<file path="config.mk">
export PLATFORM = sky130hd
export DESIGN_NAME = cabac_bin_sched
export DESIGN_NICKNAME = d
export VERILOG_FILES = /design/src/rtl/cabac_pkg.sv /design/src/rtl/cabac_bits_tracker.sv /design/src/rtl/cabac_bin_sched.sv
export SDC_FILE = /design/constraint.sdc
export NUM_CORES = 1
export LEC_CHECK = 0
export CORE_AREA = 2 2 82 99
export CTS_CLUSTER_SIZE = 12
export DETAILED_ROUTE_END_ITERATION = 8
export DIE_AREA = 0 0 84 101
export PLACE_DENSITY = 0.69
export SLEW_MARGIN = 20
export SYNTH_ARGS = -nofsm -noshare
export SYNTH_HDL_FRONTEND = slang
export SYNTH_SLANG_ARGS = --single-unit
</file>
<file path="constraint.sdc">
create_clock -name clk -period 4.1 [get_ports clk]
set_clock_uncertainty 0.15 [all_clocks]
set_input_delay 0.615 -clock clk [delete_from_list [all_inputs] [get_ports clk]]
set_output_delay 0.615 -clock clk [all_outputs]
set_load 0.005 [all_outputs]
</file>
<file path="src/rtl/cabac_pkg.sv">
// rtl/cabac_pkg.sv - shared types and constants for the CABAC bin scheduler
package cabac_pkg;

  typedef enum logic [1:0] {
    IDLE      = 2'd0,
    RUN       = 2'd1,
    WAIT_BYTE = 2'd2
  } sched_state_t;

  localparam logic signed [3:0] BITS_NEEDED_INIT = 4'sb1000;
  localparam int                BYTE_BITS        = 8;

endpackage

</file>
<file path="src/rtl/cabac_bits_tracker.sv">
// rtl/cabac_bits_tracker.sv - bits_needed register, byte-need test and byte lane selection
module cabac_bits_tracker
  import cabac_pkg::*;
(
  input  logic       clk,
  input  logic       rst_n,
  input  logic       bypass,
  input  logic [2:0] k,
  input  logic [2:0] renorm_bits,
  input  logic       issue,
  output logic       need_byte,
  output logic [1:0] lane
);

  logic signed [3:0] bits_needed;
  logic signed [4:0] bn_ext;
  logic        [4:0] step;
  logic signed [4:0] idx;

  assign bn_ext    = {bits_needed[3], bits_needed};
  assign step      = bypass ? {2'b00, k} : {2'b00, renorm_bits};
  assign idx       = bn_ext + $signed(step);
  assign need_byte = ~idx[4];
  // -bits_needed-1 is the bitwise complement; only the low two bits can be nonzero when a byte loads
  assign lane      = bypass ? ~bits_needed[1:0] : 2'b00;

  always_ff @(posedge clk or negedge rst_n) begin
    if (!rst_n) begin
      bits_needed <= BITS_NEEDED_INIT;
    end else if (issue) begin
      bits_needed <= need_byte ? (idx[3:0] - 4'(BYTE_BITS)) : idx[3:0];
    end
  end

endmodule

</file>
<file path="src/rtl/cabac_bin_sched.sv">
// rtl/cabac_bin_sched.sv - CABAC bin scheduler: splits commands into decoder ops and feeds bytes
// Optional stat_bins/stat_bytes counters enabled by CABAC_SCHED_STATS_EN.
module cabac_bin_sched
  import cabac_pkg::*;
#(
  parameter int MAX_BINS = 3,
  parameter int NB_W     = 7
) (
  input  logic                clk,
  input  logic                rst_n,
  input  logic                cmd_valid,
  output logic                cmd_ready,
  input  logic [7:0]          cmd_pstate,
  input  logic                cmd_bypass,
  input  logic [NB_W-1:0]     cmd_numbins,
  input  logic                byte_valid,
  output logic                byte_ready,
  input  logic [7:0]          byte_data,
  output logic                dec_valid,
  input  logic                dec_ready,
  output logic [1:0]          dec_n_bin,
  output logic                dec_bypass,
  output logic [7:0]          dec_pstate,
  output logic                dec_byte_load,
  output logic [7:0]          dec_byte,
  output logic [1:0]          dec_byte_lane,
  input  logic [2:0]          renorm_bits,
  input  logic [MAX_BINS-1:0] dec_bins,
  output logic                bin_valid,
  output logic [MAX_BINS-1:0] bin_data,
  output logic [2:0]          bin_cnt,
  output logic                busy,
  output logic [31:0]         stat_bins,
  output logic [31:0]         stat_bytes
);

  sched_state_t        state, state_nxt;
  logic [7:0]          pstate_q;
  logic                bypass_q;
  logic [NB_W-1:0]     remaining;
  logic [2:0]          k;
  logic                last_op;
  logic                issue;
  logic                need_byte;
  logic [1:0]          trk_lane;
  logic [MAX_BINS-1:0] bins_masked;

  always_comb begin
    if (!bypass_q) begin
      k = 3'd1;
    end else if (remaining < NB_W'(MAX_BINS)) begin
      k = remaining[2:0];
    end else begin
      k = 3'(MAX_BINS);
    end
  end

  assign last_op = (remaining == NB_W'(k));

  cabac_bits_tracker u_trk (
    .clk         (clk),
    .rst_n       (rst_n),
    .bypass      (bypass_q),
    .k           (k),
    .renorm_bits (renorm_bits),
    .issue       (issue),
    .need_byte   (need_byte),
    .lane        (trk_lane)
  );

  always_ff @(posedge clk or negedge rst_n) begin
    if (!rst_n) begin
      state <= IDLE;
    end else begin
      state <= state_nxt;
    end
  end

  always_comb begin
    state_nxt  = state;
    issue      = 1'b0;
    dec_valid  = 1'b0;
    byte_ready = 1'b0;
    case (state)
      IDLE: begin
        if (cmd_valid) state_nxt = RUN;
      end
      RUN, WAIT_BYTE: begin
        if (remaining == '0) begin
          state_nxt = IDLE;
        end else if (dec_ready && (!need_byte || byte_valid)) begin
          issue      = 1'b1;
          dec_valid  = 1'b1;
          byte_ready = need_byte;
          state_nxt  = last_op ? IDLE : RUN;
        end else if (need_byte && !byte_valid) begin
          state_nxt = WAIT_BYTE;
        end else begin
          state_nxt = RUN;
        end
      end
      default: state_nxt = IDLE;
    endcase
  end

  assign cmd_ready     = (state == IDLE);
  assign busy          = (state != IDLE);
  assign dec_n_bin     = dec_valid ? 2'(k - 3'd1) : 2'b00;
  assign dec_bypass    = dec_valid & bypass_q;
  assign dec_pstate    = dec_valid ? pstate_q : 8'h00;
  assign dec_byte_load = byte_ready;
  assign dec_byte      = byte_ready ? byte_data : 8'h00;
  assign dec_byte_lane = byte_ready ? trk_lane : 2'b00;

  always_ff @(posedge clk or negedge rst_n) begin
    if (!rst_n) begin
      pstate_q  <= 8'h00;
      bypass_q  <= 1'b0;
      remaining <= '0;
    end else if (state == IDLE && cmd_valid) begin
      pstate_q  <= cmd_pstate;
      bypass_q  <= cmd_bypass;
      remaining <= cmd_numbins;
    end else if (issue) begin
      remaining <= remaining - NB_W'(k);
    end
  end

  // Lanes at or above k carry no bin this op and are returned as zero
  always_comb begin
    bins_masked = '0;
    for (int i = 0; i < MAX_BINS; i++) begin
      bins_masked[i] = dec_bins[i] & (i < int'(k));
    end
  end

  always_ff @(posedge clk or negedge rst_n) begin
    if (!rst_n) begin
      bin_valid <= 1'b0;
      bin_data  <= '0;
      bin_cnt   <= 3'd0;
    end else begin
      bin_valid <= issue;
      if (issue) begin
        bin_data <= bins_masked;
        bin_cnt  <= k;
      end
    end
  end

`ifdef CABAC_SCHED_STATS_EN
  logic [31:0] bins_q;
  logic [31:0] bytes_q;

  always_ff @(posedge clk or negedge rst_n) begin
    if (!rst_n) begin
      bins_q  <= 32'd0;
      bytes_q <= 32'd0;
    end else begin
      if (issue) bins_q <= bins_q + 32'(k);
      if (byte_ready) bytes_q <= bytes_q + 32'd1;
    end
  end

  assign stat_bins  = bins_q;
  assign stat_bytes = bytes_q;
`else
  assign stat_bins  = 32'd0;
  assign stat_bytes = 32'd0;
`endif

endmodule
</file>
==> impl_metrics.json <==
{
  "synth_top_family_by_area": "buffers and inverters",
  "crit_path_max_fanout": 6,
  "synth-simple-area-share": 0.1980,
  "irDropWorstVdd_v": 0.0003229,
  "ys_warn_count": 0,
  "end_kind": "output pin",
  "synth-xor-area-share": 0.01991,
  "clkTransAtPathRegs_ps": 60,
  "place_hpwl_um": 3821,
  "overflow": 0,
  "cts_buffer_depth": 2,
  "drtIter0Drc": 97,
  "cp-start-kind": "register",
  "route.detailed.drc": 0,
  "htree_levels": 2,
  "fin_crit_ps": 3887,
  "max_slew_margin": 0.4622,
  "grt_pass1_wl_um": 7562,
  "status": "completed",
  "post-place-ws_ps": 53.30,
  "use_met1": 0.1366,
  "rows": 35,
  "path_cells": "or4_4 > o31ai_4 > o21ai_2 > fa_2 > nand2_2 > a31oi_2 > or2_4 > inv_6 > buf_12 > clkdlybuf4s50_1",
  "drive_above_1_share": 0.1451,
  "track_usage": 0.1125,
  "area_growth_pct": 35.38,
  "die_x_um": 84,
  "min_from": "bin_data[1]",
  "fin_ws_ps": 213.1,
  "netlist_instances": 246,
  "powerDensity_nw_per_um2": 621.8,
  "synth_flop_cell": "dfrtp_1",
  "worstMarginPinSlew_ps": 806.2,
  "grt_pass1_vias": 1659,
  "routedWlPerCell_um": 11.51,
  "drv_slew": 0,
  "worstRegToRegCells": 10,
  "gp_congestion": 0.8331,
  "drtAntennaViolNets": 0,
  "ys_ff_latch": 29,
  "synth_async_sr_flop_share": 1.000,
  "met3_usage": 0.02703,
  "leakage_nw": 1.533,
  "seq_area_frac_synth": 0.3305,
  "rrSetupSlack_ps": 1150,
  "cts_root_buffer": "clkbuf_8",
  "synthMuxAreaShare": 0.04608,
  "clkLatencyLatePin_ps": 280,
  "worst_ep_required_time_ps": 3340,
  "rsz0062_at_grt": "false",
  "vias_per_cell": 4.094,
  "dieArea_um2": 8484,
  "antenna_found_initial": 0,
  "holdPathStages": 2,
  "crit_arrival_ps": 3120,
  "finalHoldViolCount": 0,
  "crit_slowest_cell": "or4_4",
  "dr.pass1.iters": 4,
  "min_to": "bin_data[1]",
  "grt_start_max_net_pins": 30,
  "syn_avg_cell_area_um2": 8.942,
  "worstReg2RegStart": "remaining[5]",
  "fin_setup_tns_ps": 0,
  "final_nets": 370,
  "cts.sinks": 29,
  "core_area_um2": 7576,
  "ys_types": 38,
  "cpPeakStageDelay_ps": 570,
  "maxCapViolCount": 0,
  "die_y_um": 101,
  "synthesis.area_um2": 2200,
  "vias": 1703,
  "finalWirelength_um": 4787,
  "r2r_end": "remaining[6]",
  "hp-class": "reg -> reg",
  "synth_compound_area_frac": 0.08134,
  "start_util": 0.2903,
  "synth_edf_count": 0,
  "diodes": 0,
  "io_buffers": 67,
  "met2_usage": 0.1957,
  "fin_crit_sh": 0.9480,
  "numCtsBuffers": 5,
  "worstSetupPathType": "reg -> out",
  "io_pins": 132,
  "cts_tree": "built",
  "globalRoute.busiestLayer": "met2",
  "setup_violations": 0,
  "synth_fa_ha_area_frac": 0.06371,
  "max_freq_ghz": 0.2573
}
==> how the worst max path moves through the flow <==
stage / startpoint / depth (start not counted) / end / slack [ps]
after floorplan: remaining[6] / 11 / dec_bypass / 340
after global placement: remaining[6] / 11 / dec_byte_lane[1] / 130
after detailed placement: remaining[6] / 11 / dec_byte_lane[1] / 50
after CTS: remaining[3] / 13 / dec_byte_lane[1] / 10
after global routing: remaining[5] / 10 / dec_valid / 110
final: remaining[5] / 10 / dec_valid / 210
==> area by class of cell <==
cell class | count | area, um^2
Clock buffer | 5 | 68.82
Clock inverter | 1 | 5.005
Fill cell | 772 | 4598
Inverter | 9 | 38.79
Multi-Input combinational cell | 200 | 1192
Sequential cell | 29 | 728.2
Tap cell | 92 | 115.1
Timing Repair Buffer | 80 | 829.5
==> synth_stat cells (2+ instances only) <==
cell type	instances	area [um^2]
buf_4	66	495.5
dfrtp_1	28	700.7
nand2_1	22	82.58
nor2_1	15	56.30
and2_1	14	87.58
a21oi_1	10	50.05
mux2_2	9	101.4
nand3_1	9	45.04
ha_1	8	100.1
inv_1	8	30.03
o21ai_0	6	30.03
xnor2_1	5	43.79
and2_4	4	35.03
nor4_1	4	25.02
clkbuf_1	3	11.26
nor2b_1	3	18.77
a31oi_1	2	12.51
buf_6	2	22.52
conb_1	2	7.510
fa_1	2	40.04
nand2b_1	2	12.51
nor3_1	2	10.01
o311ai_0	2	17.52
o31ai_1	2	15.01
or2_2	2	12.51
or3_1	2	12.51
==> registers in the layout, indices dropped and copies added, names as in the netlist <==
| signal | flops |
|---|---|
| bin_cnt | 3 |
| bin_data | 3 |
| bin_valid | 1 |
| bypass_q | 1 |
| pstate_q | 8 |
| remaining | 7 |
| state | 2 |
| u_trk.bits_needed | 4 |
==> what timing repair did <==
action / 4_1_cts / 5_1_grt
gates resized for setup: 6 / 21
pin swaps: 1 / 3
hold buffers: 0 / 0
setup buffers: 3 / 1
setup endpoints to repair: 14 / 13
==> cell usage in the layout (no fill, tap or decap), types with 3 or more instances in the layout <==
cell type         n
dfrtp_1          27
nor4_1            3
and2_4            4
conb_1           65
clkdlybuf4s50_1  54
dlymetal6s2s_1   13
nor2_1           14
and2_1           14
o21ai_0           5
mux2_2            9
buf_4            10
nor2b_1           3
nand2_1          21
inv_1             8
clkbuf_8          5
nand3_1           9
ha_1              8
xnor2_1           5
a21oi_1          10
==> per-layer routing <==
| layer | up-vias | wire (um) |
|---|---|---|
| li1 | 838 | - |
| met1 | 779 | 1970 |
| met2 | 78 | 2460 |
| met3 | 8 | 277 |
| met4 | 0 | 78 |
| met5 | - | 0 |
==> cell families (layout without fill, tap and decap cells) <==
| family | count (synthesis) | count (layout) |
|---|---|---|
| XOR/XNOR | 5 | 5 |
| AO/OA/AOI/OAI | 27 | 27 |
| multiplexers | 9 | 9 |
| buffers and inverters | 80 | 95 |
| AND/OR/NAND/NOR | 84 | 84 |
| flip-flops | 29 | 29 |
| other | 2 | 65 |
| adder cells (fa/ha/maj) | 10 | 10 |
==> critical path, delay by kind of cell (launching register included) <==
family	cells	cell delay [ps]
simple gates	3	930
fa+ha+maj	1	380
compound gates	3	420
flops	1	440
buf+inv	3	680
==> power by group <==
group	leakage [nW]	total, mW	internal (mW)	switching [mW]
logic	1.15	1.09	0.591	0.495
clock network	0.0399	0.212	0.111	0.100
registers	0.345	0.553	0.428	0.125
total	1.53	1.85	1.13	0.721
==> stage by stage <==
step                  util  hold slack (ps)  instances  cell area, um^2  power (mW)
CTS                 0.3838            336.0        415             2908       1.837
floorplan                -            169.4        309             2436       1.193
finish              0.3931            331.1        416             2978       1.852
global placement    0.3643            321.2        406             2760       1.517
global route        0.3931            357.1        416             2978       2.036
detailed placement  0.3643            321.6        406             2760       1.542
Power figures use the tool's default switching activity.
==> RTL edit, RTL diff (same flow settings) <==
The parameter `NB_W` goes from 7 to 8.
--- a/src/rtl/cabac_bin_sched.sv
+++ b/src/rtl/cabac_bin_sched.sv
@@ -4,7 +4,7 @@
   import cabac_pkg::*;
 #(
   parameter int MAX_BINS = 3,
-  parameter int NB_W     = 7
+  parameter int NB_W     = 8
 ) (
   input  logic                clk,
   input  logic                rst_n,
Interface: changed (resized cmd_numbins); port bits go from 132 to 133. No check against the original RTL was run, so the function may have changed too.
==> RTL edit against the original RTL <==
The flow now finishes with violations (setup timing). Sequential power decreased by 4.0%. Combinational power grew 26%. Final area up 11%. Hold slack improved by 0.0025 ns. Routed wire length rose by 11%. Synthesized cell count increased by 1.6%. Total power rose by 18%. Area after synthesis rose by 3.5%. Clock power rose by 39%. Worst setup slack worse by 0.54 ns. Sequential cell count is 1 higher. Sequential share of layout area shrank 1.6 points. Maximum frequency shrank 12%.
==> RTL edit: results (changes against the original RTL) <==
Global route
  • Total track usage: 12.2% (+0.92 points)
  • Global-route wire length before repair: 8250 µm (+9.1%)
  • Initial antenna violation count: 0 (unchanged)
  • Number of global-route vias before repair: 1755 (+5.8%)
  • Pin count of the biggest net entering global routing: 31 (+3.3%)

Clock tree
  • Worst-path clk slew: approximately 0.070 ns
  • Cts bufs inserted: 5 (unchanged)
  • Worst-skew pair later-pin latency: 0.29 ns
  • CTS Buffer Depth: 2 (unchanged)
  • CTS HTree Levels: 2 (unchanged)
  • Clock root cell: clkbuf_8

STA
  • Setup violators final: 24 (+24)
  • Headroom to the max-slew limit: 48.1% (+1.9 points)
  • PnR worst setup slack: -0.323 ns (-0.536 ns)
  • Aggregate negative setup slack: -5.63 ns (-5.63 ns)

Power
  • VDD IR max: 0.275 mV (-15%)
  • Static Leak: 0.00156 µW (+1.7%)

Place
  • Pre-CTS setup slack: -0.447 ns (-0.501 ns)
  • Half-perimeter wire length after placement: 3970 µm (+3.9%)
  • DP Area: 0.00297 mm² (+7.4%)
  • Count of buffers from port buffering: 68 (+1.5%)
  • GPL Wtd Cong: 0.825 (-1.0%)
  • Dpl cells: 422 (+3.9%)

Cells and area
  • Biggest regs: pstate_q x8, remaining x8, u_trk.bits_needed x4
  • NumNets Final: 399 (+7.8%)
  • Layout cell share with drive strength beyond 1: 31.1% (+17 points)
  • ANT cells: 0 (unchanged)

Yosys
  • Post-synth top cells: buf_4 (66), dfrtp_1 (29), nand2_1 (18), nor2_1 (18), and2_1 (17)
  • Synth cell types: 47 (+24%)
  • Ys Warns: 0 (unchanged)
  • Async SR Flop Fraction: 100% (unchanged)
  • Synthesized area per cell: 9.10 µm² (+1.8%)
  • Ranking of synthesized cells by area: dfrtp_1 (32%), buf_4 (22%), and2_1 (4.7%)
  • Register area share after synthesis: 33.0% (about the same)

Route
  • DRT Wirelength: 5340 µm (+11%)
  • First drt pass iteration count: 4 (unchanged)
  • Vias per cell: 4.20 (+2.5%)
  • DRT iter0 DRCs: 55 (-43%)
  • Drt wl/cell: 12.0 µm (+4.0%)

Run status
  • Failing checks: setup timing
  • Status: complete, but fails checks

Min path
  • Worst Hold Class: flop to flop
  • HP Start: bin_cnt[1]

Critical path
  • Critical Path Fanout Max: 2 (-4)
  • Crit path from: remaining[4]
  • Critical path arrival: 3.66 ns (+0.54 ns)
-- RTL edit: cell families (layout without fill, tap and decap cells) --
group | count (synthesis) | after routing | synth area share, %
and+or+nand+nor | 84 | 84 | 20.0
adders and majority gates | 10 | 10 | 6.16
other | 2 | 65 | 0.330
DFF | 30 | 30 | 33.0
buffers and inverters | 80 | 121 | 24.7
AOI/OAI and AO/OA | 29 | 29 | 8.96
muxes | 9 | 9 | 4.45
xor gates and xnor gates | 6 | 6 | 2.31
-- RTL edit: path summary, 6_finish.rpt --
| path | endpoint | slack [ns] | cells past startpoint |
|---|---|---|---|
| setup / recovery | dec_n_bin[0] | -0.32 | 13 |
| hold / removal | bin_cnt[1] | 0.33 | 1 |
| setup reg to reg | remaining[4] | 0.12 | 14 |
| hold reg to reg | bin_cnt[1] | 0.33 | 1 |
| max in group asynchronous | u_trk.bits_needed[3] | 2.91 | 2 |
| min in group asynchronous | bin_cnt[2] | 0.56 | 2 |
-- RTL edit: metal layers --
metal	routed length, µm	share of wire [%]	GRT usage [%]	up-vias
met5	0	0	0	-
met4	65	1.2	3.72	0
met3	306	5.7	3.03	6
met2	2830	53	22.0	76
met1	2130	40	14.2	884
li1	-	-	-	905
-- RTL edit: worst max-delay path, cell delays in order (launching register included) --
cell and delay (ns):
dfrtp_1 0.37, or4_4 0.53, or3_4 0.35, or3b_4 0.38, o21a_1 0.11, ha_2 0.19, fa_2 0.42, nand2_4 0.09
a31oi_4 0.08, or3_4 0.37, buf_4 0.16, buf_12 0.12, nor2_4 0.08, buf_2 0.11
-- RTL edit: timing repair --
action                                  CTS  global route
cloned                                    0             0
resized for setup                       101            36
buffers inserted                          8             9
pin swaps                                22            14
endpoints found under the setup margin   24            24
-- RTL edit: where the power goes --
| part | total (µW) | switching [µW] | internal [µW] |
|---|---|---|---|
| clock | 295 | 117 | 179 |
| combinational | 1370 | 609 | 757 |
| sequential | 531 | 95.2 | 436 |
| total | 2190 | 821 | 1370 |
-- RTL edit: cell type report --
| class | count | area (µm²) |
|---|---|---|
| Fill cell | 746 | 4280 |
| Multi-Input combinational cell | 203 | 1320 |
| Timing Repair Buffer | 103 | 957 |
| Sequential cell | 30 | 752 |
| Tap cell | 92 | 115 |
| Clock buffer | 5 | 68.8 |
| Inverter | 10 | 42.5 |
| Clock inverter | 3 | 40.0 |
-- RTL edit: metrics by stage --
| step | power (µW) | hold slack (ns) |
|---|---|---|
| 4_1_cts | 2070 | 0.338 |
| 6_report | 2190 | 0.334 |
| 2_1_floorplan | 1230 | 0.169 |
| 3_3_place_gp | 1620 | 0.313 |
| 5_1_grt | 2360 | 0.373 |
| 3_5_place_dp | 1660 | 0.319 |
